==> src/rtl/nic.sv <==
// nic: PE-to-router network interface with one output and one input packet buffer
module nic #(
  parameter int DATA_WIDTH = 64
) (
  input  logic                  clk,
  input  logic                  reset,
  input  logic [1:0]            addr,
  input  logic [DATA_WIDTH-1:0] d_in,
  output logic [DATA_WIDTH-1:0] d_out,
  input  logic                  nicEn,
  input  logic                  nicWrEn,
  output logic                  net_so,
  input  logic                  net_ro,
  output logic [DATA_WIDTH-1:0] net_do,
  input  logic                  net_polarity,
  input  logic                  net_si,
  output logic                  net_ri,
  input  logic [DATA_WIDTH-1:0] net_di
);
  logic [DATA_WIDTH-1:0] out_buf, in_buf;
  logic out_full, in_full;
  logic rd, wr;
  assign rd = nicEn & ~nicWrEn;
  assign wr = nicEn & nicWrEn & (addr == 2'b10);
  assign net_do = out_buf;
  assign net_so = reset & out_full & net_ro & (out_buf[DATA_WIDTH-1] == net_polarity);
  assign net_ri = reset & ~in_full;
  always_comb
    d_out = !rd            ? '0 :
            addr == 2'b00  ? in_buf :
            addr == 2'b01  ? {{(DATA_WIDTH-1){1'b0}}, in_full} :
            addr == 2'b10  ? out_buf :
                             {{(DATA_WIDTH-1){1'b0}}, out_full};
  always_ff @(posedge clk)
    if (!reset) begin
      out_buf  <= '0;
      out_full <= 1'b0;
      in_buf   <= '0;
      in_full  <= 1'b0;
    end else begin
      if (wr && !out_full) begin
        out_buf  <= d_in;
        out_full <= 1'b1;
      end else if (net_so)
        out_full <= 1'b0;
      if (net_si && net_ri) begin
        in_buf  <= net_di;
        in_full <= 1'b1;
      end else if (rd && addr == 2'b00)
        in_full <= 1'b0;
    end
endmodule

==> config.mk <==
export PLATFORM = sky130hd
export DESIGN_NAME = nic
export DESIGN_NICKNAME = d
export VERILOG_FILES = /design/src/rtl/nic.sv
export SDC_FILE = /design/constraint.sdc
export NUM_CORES = 1
export LEC_CHECK = 0
export ABC_AREA = 0
export BUFFER_PORTS_ARGS = -buffer_cell sky130_fd_sc_hd__buf_2
export CAP_MARGIN = 20
export CORE_MARGIN = 10
export CORE_UTILIZATION = 41
export DETAILED_ROUTE_END_ITERATION = 8
export PLACE_DENSITY_LB_ADDON = 0.15
export SYNTH_ARGS = -nofsm -noshare
export SYNTH_HDL_FRONTEND = slang
export SYNTH_SLANG_ARGS = --single-unit
==> constraint.sdc <==
create_clock -name clk -period 1.5 [get_ports clk]
set_clock_uncertainty 0.05 [all_clocks]
set_input_delay 0.15 -clock clk [delete_from_list [all_inputs] [get_ports clk]]
set_output_delay 0.15 -clock clk [all_outputs]
set_load 0.005 [all_outputs]
==> run metrics, run 1 <==
Die Height 137 um; H-tree levels 4; Worst Path Buf+Inv 1; Crit Reg-Reg Startpoint out_full; PwrDens 999 nW/um^2; routed length per instance 17.4 um; fin crit period 1.75 ns; critical setup path kind reg2out; initial core utilization 42.2%; sw frac 22.1%; Critical Path Start out_full; RR Endpoint net_do[18]; overflow left after global routing 0; CP endpoint d_out[0]; fillers 1,002; yosys warns 0; Flop pwr share 40.2%; failing checks negative setup slack; CP Capture Type output port; clk_lat worst skew 0.41 ns; Max Cap Violations 0; register area share after synthesis 46.0%; synthesized cell area 5650 um^2; hpwl dp 13,700 um; CTS Sinks 130; antenna violations before repair 3; commonest non-fill, non-tap cells in the layout buf_2, nand2_1, dlygate4sd3_1, dfxtp_1; Net Count, Synth 786; Hold Crit Class in2reg; register bit total from synthesis 130; Root Buffer clkbuf_16; TritonCTS Buffers 17; Routed WL 21,300 um; LEAKAGE 4.54 nW; final worst-path cycle share 117%; Core Area 13,400 um^2; highest clock rate 572 MHz; Worst path slowest cell mux4_2; Sw Pwr 0.00205 W; most common cell after layout, fill and taps aside buf_2; drt pass-1 iters 4; DR vias 6,199; Post-Route Setup TNS -0.249 ns; syn avg cell area 8.71 um^2; Required @ worst endpoint 1.30 ns; RSZ-0062 raised after global routing true; reg-to-reg slack, setup 0.17 ns; Final Wtd Congestion 0.834; vias in the first global route 6,374; Post-DRT Antenna Nets 0; Clock Tree Buf Depth 2; Peak VDD IR 0.000729 V; I/O Buffers 266; Tightest Pin Transition 0.326 ns; nets 1,171; Clock transition at path regs 0.05 ns; TritonCTS clock tree yes; All-Layer GR Usage 20.7%; status finished with violations; drt first-iter violations 326; Worst Path Max Fanout 3; Die X 137 um; share of post-route cells with drive strength above 1 31.9%; Final Hold Fails 0; part of the power in combinational logic 11.6%; Crit path largest cell delay 0.46 ns; Setup WS post-layout -0.249 ns; pin count of the biggest net entering global routing 68; Max-Slew Margin vs Limit 78.2%; synth-to-layout area growth 64.1%; Levels on crit path 3; final setup fails 1; first-pass GRT wire length 31,600 um; Top delay family on crit path multiplexers; Post-route DRC 0; drt via density 5.05; startpoint type of the worst setup path register; # IOs 267; R2R depth 4; cell-internal power 0.00722 W; crit-path cells mux4_2 -> and3b_1 -> buf_2; Arr. time, crit path 1.55 ns; fin util 69.2%; standard-cell row count 42; Synth Instances 649; clock power share 48.3%; area of the die 18,900 um^2; Slew Limit Fails 0; Netlist cell types 23
[logic make-up (layout without fill, tap and decap cells)]
logic type             count (synthesis)  count (layout)  share of synthesized area [%]
AND/OR/NAND/NOR                      331             331                           24.2
flip-flops                           130             130                           46.0
AO/OA/AOI/OAI                         65              65                           10.1
multiplexers                          65              65                           11.8
buffers and inverters                 57             455                           7.75
XOR/XNOR                               1               1                          0.155
other                                  0               4                              0
[per-layer routing]
layer	part of all wire, %	routed length, um	global-route usage (%)
met5	0	0	0
met4	3.0	630	10.7
met3	8.6	1840	7.43
met2	49	10500	34.8
met1	39	8320	22.5
[final cells by class]
| cell class | instances | area, um^2 | share of cell area (%) |
|---|---|---|---|
| clock buffer | 23 | 498 | 5.37 |
| antenna | 4 | 10.0 | 0.108 |
| multi-input combinational | 462 | 2650 | 28.6 |
| tap | 176 | 220 | 2.37 |
| timing repair buffer | 423 | 3140 | 33.8 |
| sequential | 130 | 2610 | 28.1 |
| clock inverter | 9 | 150 | 1.62 |
[state kept, by name, summed over array words and instances (netlist names)]
register and cells:
in_buf 64, net_do 64, in_full 1, out_full 1
[cell usage after synthesis]
| cell | n | area share [%] |
|---|---|---|
| buf_6 | 14 | 2.8 |
| mux2i_1 | 64 | 11 |
| nor2_2 | 1 | 0.11 |
| xor2_1 | 1 | 0.15 |
| buf_1 | 1 | 0.066 |
| clkbuf_1 | 15 | 1.0 |
| nor4b_2 | 1 | 0.27 |
| nand3_1 | 64 | 5.7 |
| and3b_1 | 2 | 0.31 |
| o211a_1 | 1 | 0.18 |
| nand4b_1 | 1 | 0.15 |
| nand3b_1 | 1 | 0.13 |
| a22o_1 | 63 | 9.8 |
| buf_12 | 5 | 1.8 |
| nor3b_1 | 1 | 0.13 |
| nor4bb_1 | 1 | 0.18 |
| o2bb2ai_1 | 1 | 0.15 |
| buf_2 | 18 | 1.6 |
| nand2_1 | 258 | 17 |
| mux4_1 | 1 | 0.46 |
| dfxtp_1 | 130 | 46 |
| nor2b_1 | 1 | 0.11 |
| buf_4 | 4 | 0.53 |
[worst min-delay path, delay by kind of cell]
kind          cells  cell delay, ns
buf+inv           1            0.15
simple gates      2            0.13
[power by group through the flow]
stage / Sequential [W] / Combinational (W) / Clock [W]
global route: 0.00374 / 0.00117 / 0.00469
CTS: 0.00372 / 0.00102 / 0.00454
global placement: 0.00379 / 0.000728 / 0
detailed placement: 0.00379 / 0.000747 / 0
floorplan: 0.00376 / 0.000404 / 0
finish: 0.00372 / 0.00107 / 0.00447
[repair_timing]
item | CTS | global route
hold endpoints to repair | 129 | 0
hold buffers | 130 | 0
gates cloned | 0 | 6
gates resized for setup | 5 | 8
endpoints found under the setup margin | 4 | 19
pin swaps | 3 | 14
setup buffers | 1 | 3
[worst min path at each step]
stage          startpoint    endpoint  cells past startpoint
3_5_place_dp   net_di[15]  in_buf[15]                      3
3_3_place_gp   net_di[18]  in_buf[18]                      3
2_1_floorplan   net_di[0]   in_buf[0]                      2
6_report            reset  in_buf[61]                      3
4_1_cts             reset  in_buf[61]                      3
5_1_grt             reset  net_do[61]                      3
[per-stage QoR]
step	total power (W)	hold WS (ns)	worst slack (ns)	cell area, um^2	instances
after floorplan	0.00417	0.199	0.326	5650	649
after global placement	0.00452	0.284	0.0352	7110	1051
after detailed placement	0.00454	0.289	-0.00241	7110	1051
after CTS	0.00928	0.0190	-0.259	9070	1214
after global routing	0.00960	0.0281	-0.298	9280	1226
final	0.00926	0.0389	-0.249	9280	1227
Power figures use the tool's default switching activity.
==> run 2: changes to the inputs <==
--- a/config.mk
+++ b/config.mk
@@ -9,8 +9,9 @@
 export BUFFER_PORTS_ARGS = -buffer_cell sky130_fd_sc_hd__buf_2
 export CAP_MARGIN = 20
 export CORE_MARGIN = 10
-export CORE_UTILIZATION = 41
+export CORE_UTILIZATION = 45
 export DETAILED_ROUTE_END_ITERATION = 8
+export HOLD_SLACK_MARGIN = 0.06
 export PLACE_DENSITY_LB_ADDON = 0.15
 export SYNTH_ARGS = -nofsm -noshare
 export SYNTH_HDL_FRONTEND = slang
==> run metrics, run 2 (synthesized netlist as in run 1, its figures left out) <==
hpwl dp 13,500 um (was 13,700 um); synth-to-layout area growth 61.9% (was 64.1%); H-tree levels 4 (unchanged); TritonCTS clock tree yes (unchanged); fillers 844 (was 1,002); Tightest Pin Transition 0.502 ns (was 0.326 ns); highest clock rate 572 MHz (about the same); Root Buffer clkbuf_16 (unchanged); most common cell after layout, fill and taps aside buf_2 (unchanged); antenna violations before repair 3 (unchanged); Post-route DRC 0 (unchanged); routed length per instance 17.6 um (was 17.4 um); dpl cells 1,042 (was 1,051); RSZ-0062 raised after global routing true (unchanged); vias in the first global route 6,495 (was 6,374); Worst Path Max Fanout 3 (unchanged); LEAKAGE 4.49 nW (was 4.54 nW); Clock Tree Buf Depth 2 (unchanged); clk_lat worst skew 0.41 ns (about the same); drt via density 5.09 (was 5.05); Routed WL 21,500 um (was 21,300 um); Die Height 132 um (was 137 um); final worst-path cycle share 116% (was 117%); Slew Limit Fails 0 (unchanged); initial core utilization 46.5% (was 42.2%); fin crit period 1.75 ns (about the same); nets 1,179 (was 1,171); CTS Sinks 130 (unchanged); Peak VDD IR 0.000741 V (was 0.000729 V); first-pass GRT wire length 33,300 um (was 31,600 um); final setup fails 1 (unchanged); Non-Filler Instances 1,224 (was 1,227); Die X 132 um (was 137 um); Final Wtd Congestion 0.803 (was 0.834); Required @ worst endpoint 1.30 ns (about the same); Setup WS post-layout -0.247 ns (was -0.249 ns); status finished with violations (unchanged); Post-Route Setup TNS -0.247 ns (was -0.249 ns); All-Layer GR Usage 23.1% (was 20.7%); Hold Crit Class in2reg (unchanged); startpoint type of the worst setup path register (unchanged); critical setup path kind reg2out (unchanged); drt pass-1 iters 5 (was 4); # IOs 267 (unchanged); pin count of the biggest net entering global routing 77 (was 68); area of the die 17,400 um^2 (was 18,900 um^2); DR vias 6,233 (was 6,199); Clock transition at path regs 0.05 ns (about the same); drt first-iter violations 399 (was 326); standard-cell row count 40 (was 42); PwrDens 967 nW/um^2 (was 999 nW/um^2); share of post-route cells with drive strength above 1 30.9% (was 31.9%); failing checks negative setup slack (unchanged); Post-DRT Antenna Nets 0 (unchanged); Core Area 12,200 um^2 (was 13,400 um^2); Final Hold Fails 0 (unchanged); CP Capture Type output port (unchanged); Max Cap Violations 0 (unchanged); commonest non-fill, non-tap cells in the layout buf_2, nand2_1, dlygate4sd3_1, dfxtp_1 (unchanged); Arr. time, crit path 1.55 ns (about the same); TritonCTS Buffers 17 (unchanged); Max-Slew Margin vs Limit 66.4% (was 78.2%); overflow left after global routing 0 (unchanged); I/O Buffers 266 (unchanged)
==> run 2: changes by cell type in the layout (fill, tap and decap cells not counted), moves of 4 or more <==
cell,delta
clkbuf_16,-4
buf_4,+4
buf_12,-4
dlygate4sd3_1,+12
==> run 2: repair_timing <==
item / 4_1_cts / 5_1_grt
cloned: 0 / 2
hold buffers: 142 / 0
gates resized for setup: 4 / 4
pin swaps: 4 / 12
endpoints found under the setup margin: 4 / 26
buffers inserted: 3 / 2
endpoints found under the hold margin: 129 / 0
==> run 2: power by group <==
part / switching [W] / internal, W
registers: 0.000105 / 0.00362
clock network: 0.00143 / 0.00264
logic: 0.000469 / 0.000596
==> run 2: cell type report <==
cell class                      count  area (um^2)  area share (%)
Sequential cell                   130         2610            28.5
Timing Repair Buffer              431         3100            33.8
Antenna cell                        3         7.51          0.0820
Clock buffer                       25          505            5.52
Tap cell                          168          210            2.30
Multi-Input combinational cell    462         2650            29.0
Clock inverter                      5         75.1           0.820
==> run 2: final timing paths <==
check | from | slack (ns) | cells past startpoint | endpoint
max | out_full | -0.25 | 3 | d_out[0]
min | reset | 0.1 | 3 | out_full
max reg2reg | in_full | 0.12 | 3 | in_full
min reg2reg | in_buf[11] | 0.41 | 2 | in_buf[11]
==> run 2: layer usage <==
metal	vias to the layer above	global-route usage, %	routed length (um)
li1	2985	-	-
met2	290	40.4	10800
met5	-	0	0
met3	62	7.81	1700
met1	2896	24.2	8360
met4	0	11.4	665
==> run 2: stage by stage <==
step	hold WS [ns]	utilization, %	setup WS [ns]	total power [W]	cell area (um^2)
after floorplan	0.199	-	0.326	0.00417	5650
after global placement	0.284	57.9	0.0360	0.00449	7040
final	0.0951	75.3	-0.247	0.00885	9160
after detailed placement	0.285	57.9	-0.00662	0.00452	7040
after global routing	0.0866	75.3	-0.282	0.00918	9160
after CTS	0.0746	74.6	-0.255	0.00888	9070
==> run 2: critical path, stage by stage (launching register included) <==
cell and delay, ns:
dfxtp_4 0.36, mux4_2 0.47, and3b_1 0.18, buf_2 0.13
==> run 3: changes to the inputs <==
--- a/config.mk
+++ b/config.mk
@@ -8,7 +8,6 @@
 export ABC_AREA = 0
 export BUFFER_PORTS_ARGS = -buffer_cell sky130_fd_sc_hd__buf_2
 export CAP_MARGIN = 20
-export CORE_MARGIN = 10
 export CORE_UTILIZATION = 45
 export DETAILED_ROUTE_END_ITERATION = 8
 export HOLD_SLACK_MARGIN = 0.06
==> run metrics, run 3 (synthesized netlist as in run 1, its figures left out) <==
status finished with violations (unchanged); failing checks negative setup slack (unchanged); DP Area 7010 um^2 (was 7040 um^2); Die X 114 um (was 132 um); crit-path cells mux4_2 -> and3b_1 -> buf_2 (unchanged); routed length per instance 15.4 um (was 17.6 um); overflow left after global routing 0 (unchanged); Core Area 12,100 um^2 (was 12,200 um^2); Worst Path Buf+Inv 1 (unchanged); TritonCTS clock tree yes (unchanged); fillers 887 (was 844); Setup WS post-layout -0.272 ns (was -0.247 ns); Top delay family on crit path multiplexers (unchanged); initial core utilization 46.7% (was 46.5%); first-pass GRT wire length 28,600 um (was 33,300 um); highest clock rate 564 MHz (was 572 MHz); Post-route DRC 0 (unchanged); standard-cell row count 40 (unchanged); Clock transition at path regs 0.05 ns (about the same); TritonCTS Buffers 17 (unchanged); drt via density 5.07 (was 5.09); Final Cell Area 8940 um^2 (was 9160 um^2); fin crit period 1.77 ns (was 1.75 ns); startpoint type of the worst setup path register (unchanged); share of post-route cells with drive strength above 1 30.7% (was 30.9%); antenna violations before repair 0 (was 3); Clock Tree Buf Depth 2 (unchanged); synth-to-layout area growth 58.2% (was 61.9%); Final Hold Fails 0 (unchanged); H-tree levels 4 (unchanged); drt first-iter violations 409 (was 399); PwrDens 943 nW/um^2 (was 967 nW/um^2); Max Cap Violations 0 (unchanged); Power, Total 0.00843 W (was 0.00885 W); commonest non-fill, non-tap cells in the layout buf_2, nand2_1, dlygate4sd3_1, dfxtp_1 (unchanged); nets 1,169 (was 1,179); Required @ worst endpoint 1.30 ns (about the same); Tightest Pin Transition 0.443 ns (was 0.502 ns); Antenna diodes 0 (was 3); Post-DRT Antenna Nets 0 (unchanged); drt pass-1 iters 5 (unchanged); DR vias 6,149 (was 6,233); most common cell after layout, fill and taps aside buf_2 (unchanged); dpl cells 1,041 (was 1,042); Worst path slowest cell mux4_2 (unchanged); clk_lat worst skew 0.40 ns (was 0.41 ns); Final Wtd Congestion 0.794 (was 0.803); Crit path largest cell delay 0.48 ns (was 0.47 ns); CP Capture Type output port (unchanged); critical setup path kind reg2out (unchanged); Routed WL 18,600 um (was 21,500 um); Hold Crit Class in2reg (unchanged); Max-Slew Margin vs Limit 70.5% (was 66.4%); All-Layer GR Usage 27.9% (was 23.1%); final setup fails 1 (unchanged); Arr. time, crit path 1.57 ns (was 1.55 ns); area of the die 13,000 um^2 (was 17,400 um^2); RSZ-0062 raised after global routing true (unchanged); fin util 73.8% (was 75.3%); final worst-path cycle share 118% (was 116%); hpwl dp 10,900 um (was 13,500 um); Peak VDD IR 0.000637 V (was 0.000741 V); # IOs 267 (unchanged); Slew Limit Fails 0 (unchanged); Non-Filler Instances 1,212 (was 1,224); Die Height 114 um (was 132 um); Root Buffer clkbuf_16 (unchanged); LEAKAGE 4.39 nW (was 4.49 nW); CTS Sinks 130 (unchanged); pin count of the biggest net entering global routing 82 (was 77); Worst Path Max Fanout 3 (unchanged); I/O Buffers 266 (unchanged); vias in the first global route 6,103 (was 6,495)
==> run 3: metal layers <==
layer / GRT usage (%) / up-vias / wire length [um] / part of all wire, %
li1: - / 2952 / - / -
met4: 12.5 / 0 / 454 / 2.4
met1: 30.6 / 2860 / 7340 / 39
met3: 6.19 / 46 / 1250 / 6.7
met5: 0 / - / 0 / 0
met2: 51.4 / 291 / 9560 / 51
==> run 3: worst paths after layout <==
kind                   start         end  slack, ns  depth (start not counted)
hold reg to reg   in_buf[40]  in_buf[40]       0.41                          2
hold / removal        net_ro    out_full       0.19                          4
setup / recovery    out_full    d_out[0]      -0.27                          3
setup reg to reg     in_full  in_buf[45]       0.15                          5
==> run 3: final cells by class <==
class	count	area (um^2)	share of cell area, %
multi-input cells	462	2650	29.7
well taps	168	210	2.35
clock inverters	5	27.5	0.308
repair buffers	421	2940	32.9
flip-flops and latches	130	2610	29.2
clock buffers	26	499	5.58
==> run 3: repair_timing <==
action	CTS	global route
hold endpoints to repair	129	0
buffers inserted	2	2
hold buffers	136	0
resized for setup	5	3
pin swaps	2	4
setup endpoints to repair	2	47
==> run 3: worst reg2reg max path, cell delays in order, from the launching register on <==
cell and delay (ns):
dfxtp_2 0.34, buf_4 0.14, and3b_2 0.23, buf_4 0.34
nand2_1 0.13, nand2_1 0.08
==> run 3: power breakdown <==
group	internal (W)	total, W	switching [W]
Clock	0.00227	0.00368	0.00142
Combinational	0.000572	0.00103	0.000457
Sequential	0.00362	0.00372	0.000107
Total	0.00645	0.00843	0.00198
==> run 3: per-stage QoR <==
stage | worst slack, ns | setup TNS, ns | hold slack [ns]
2_1_floorplan | 0.326 | 0 | 0.199
3_3_place_gp | 0.0394 | 0 | 0.283
3_5_place_dp | 0.0171 | 0 | 0.286
4_1_cts | -0.232 | -0.232 | 0.142
5_1_grt | -0.332 | -0.348 | 0.187
6_report | -0.272 | -0.272 | 0.186
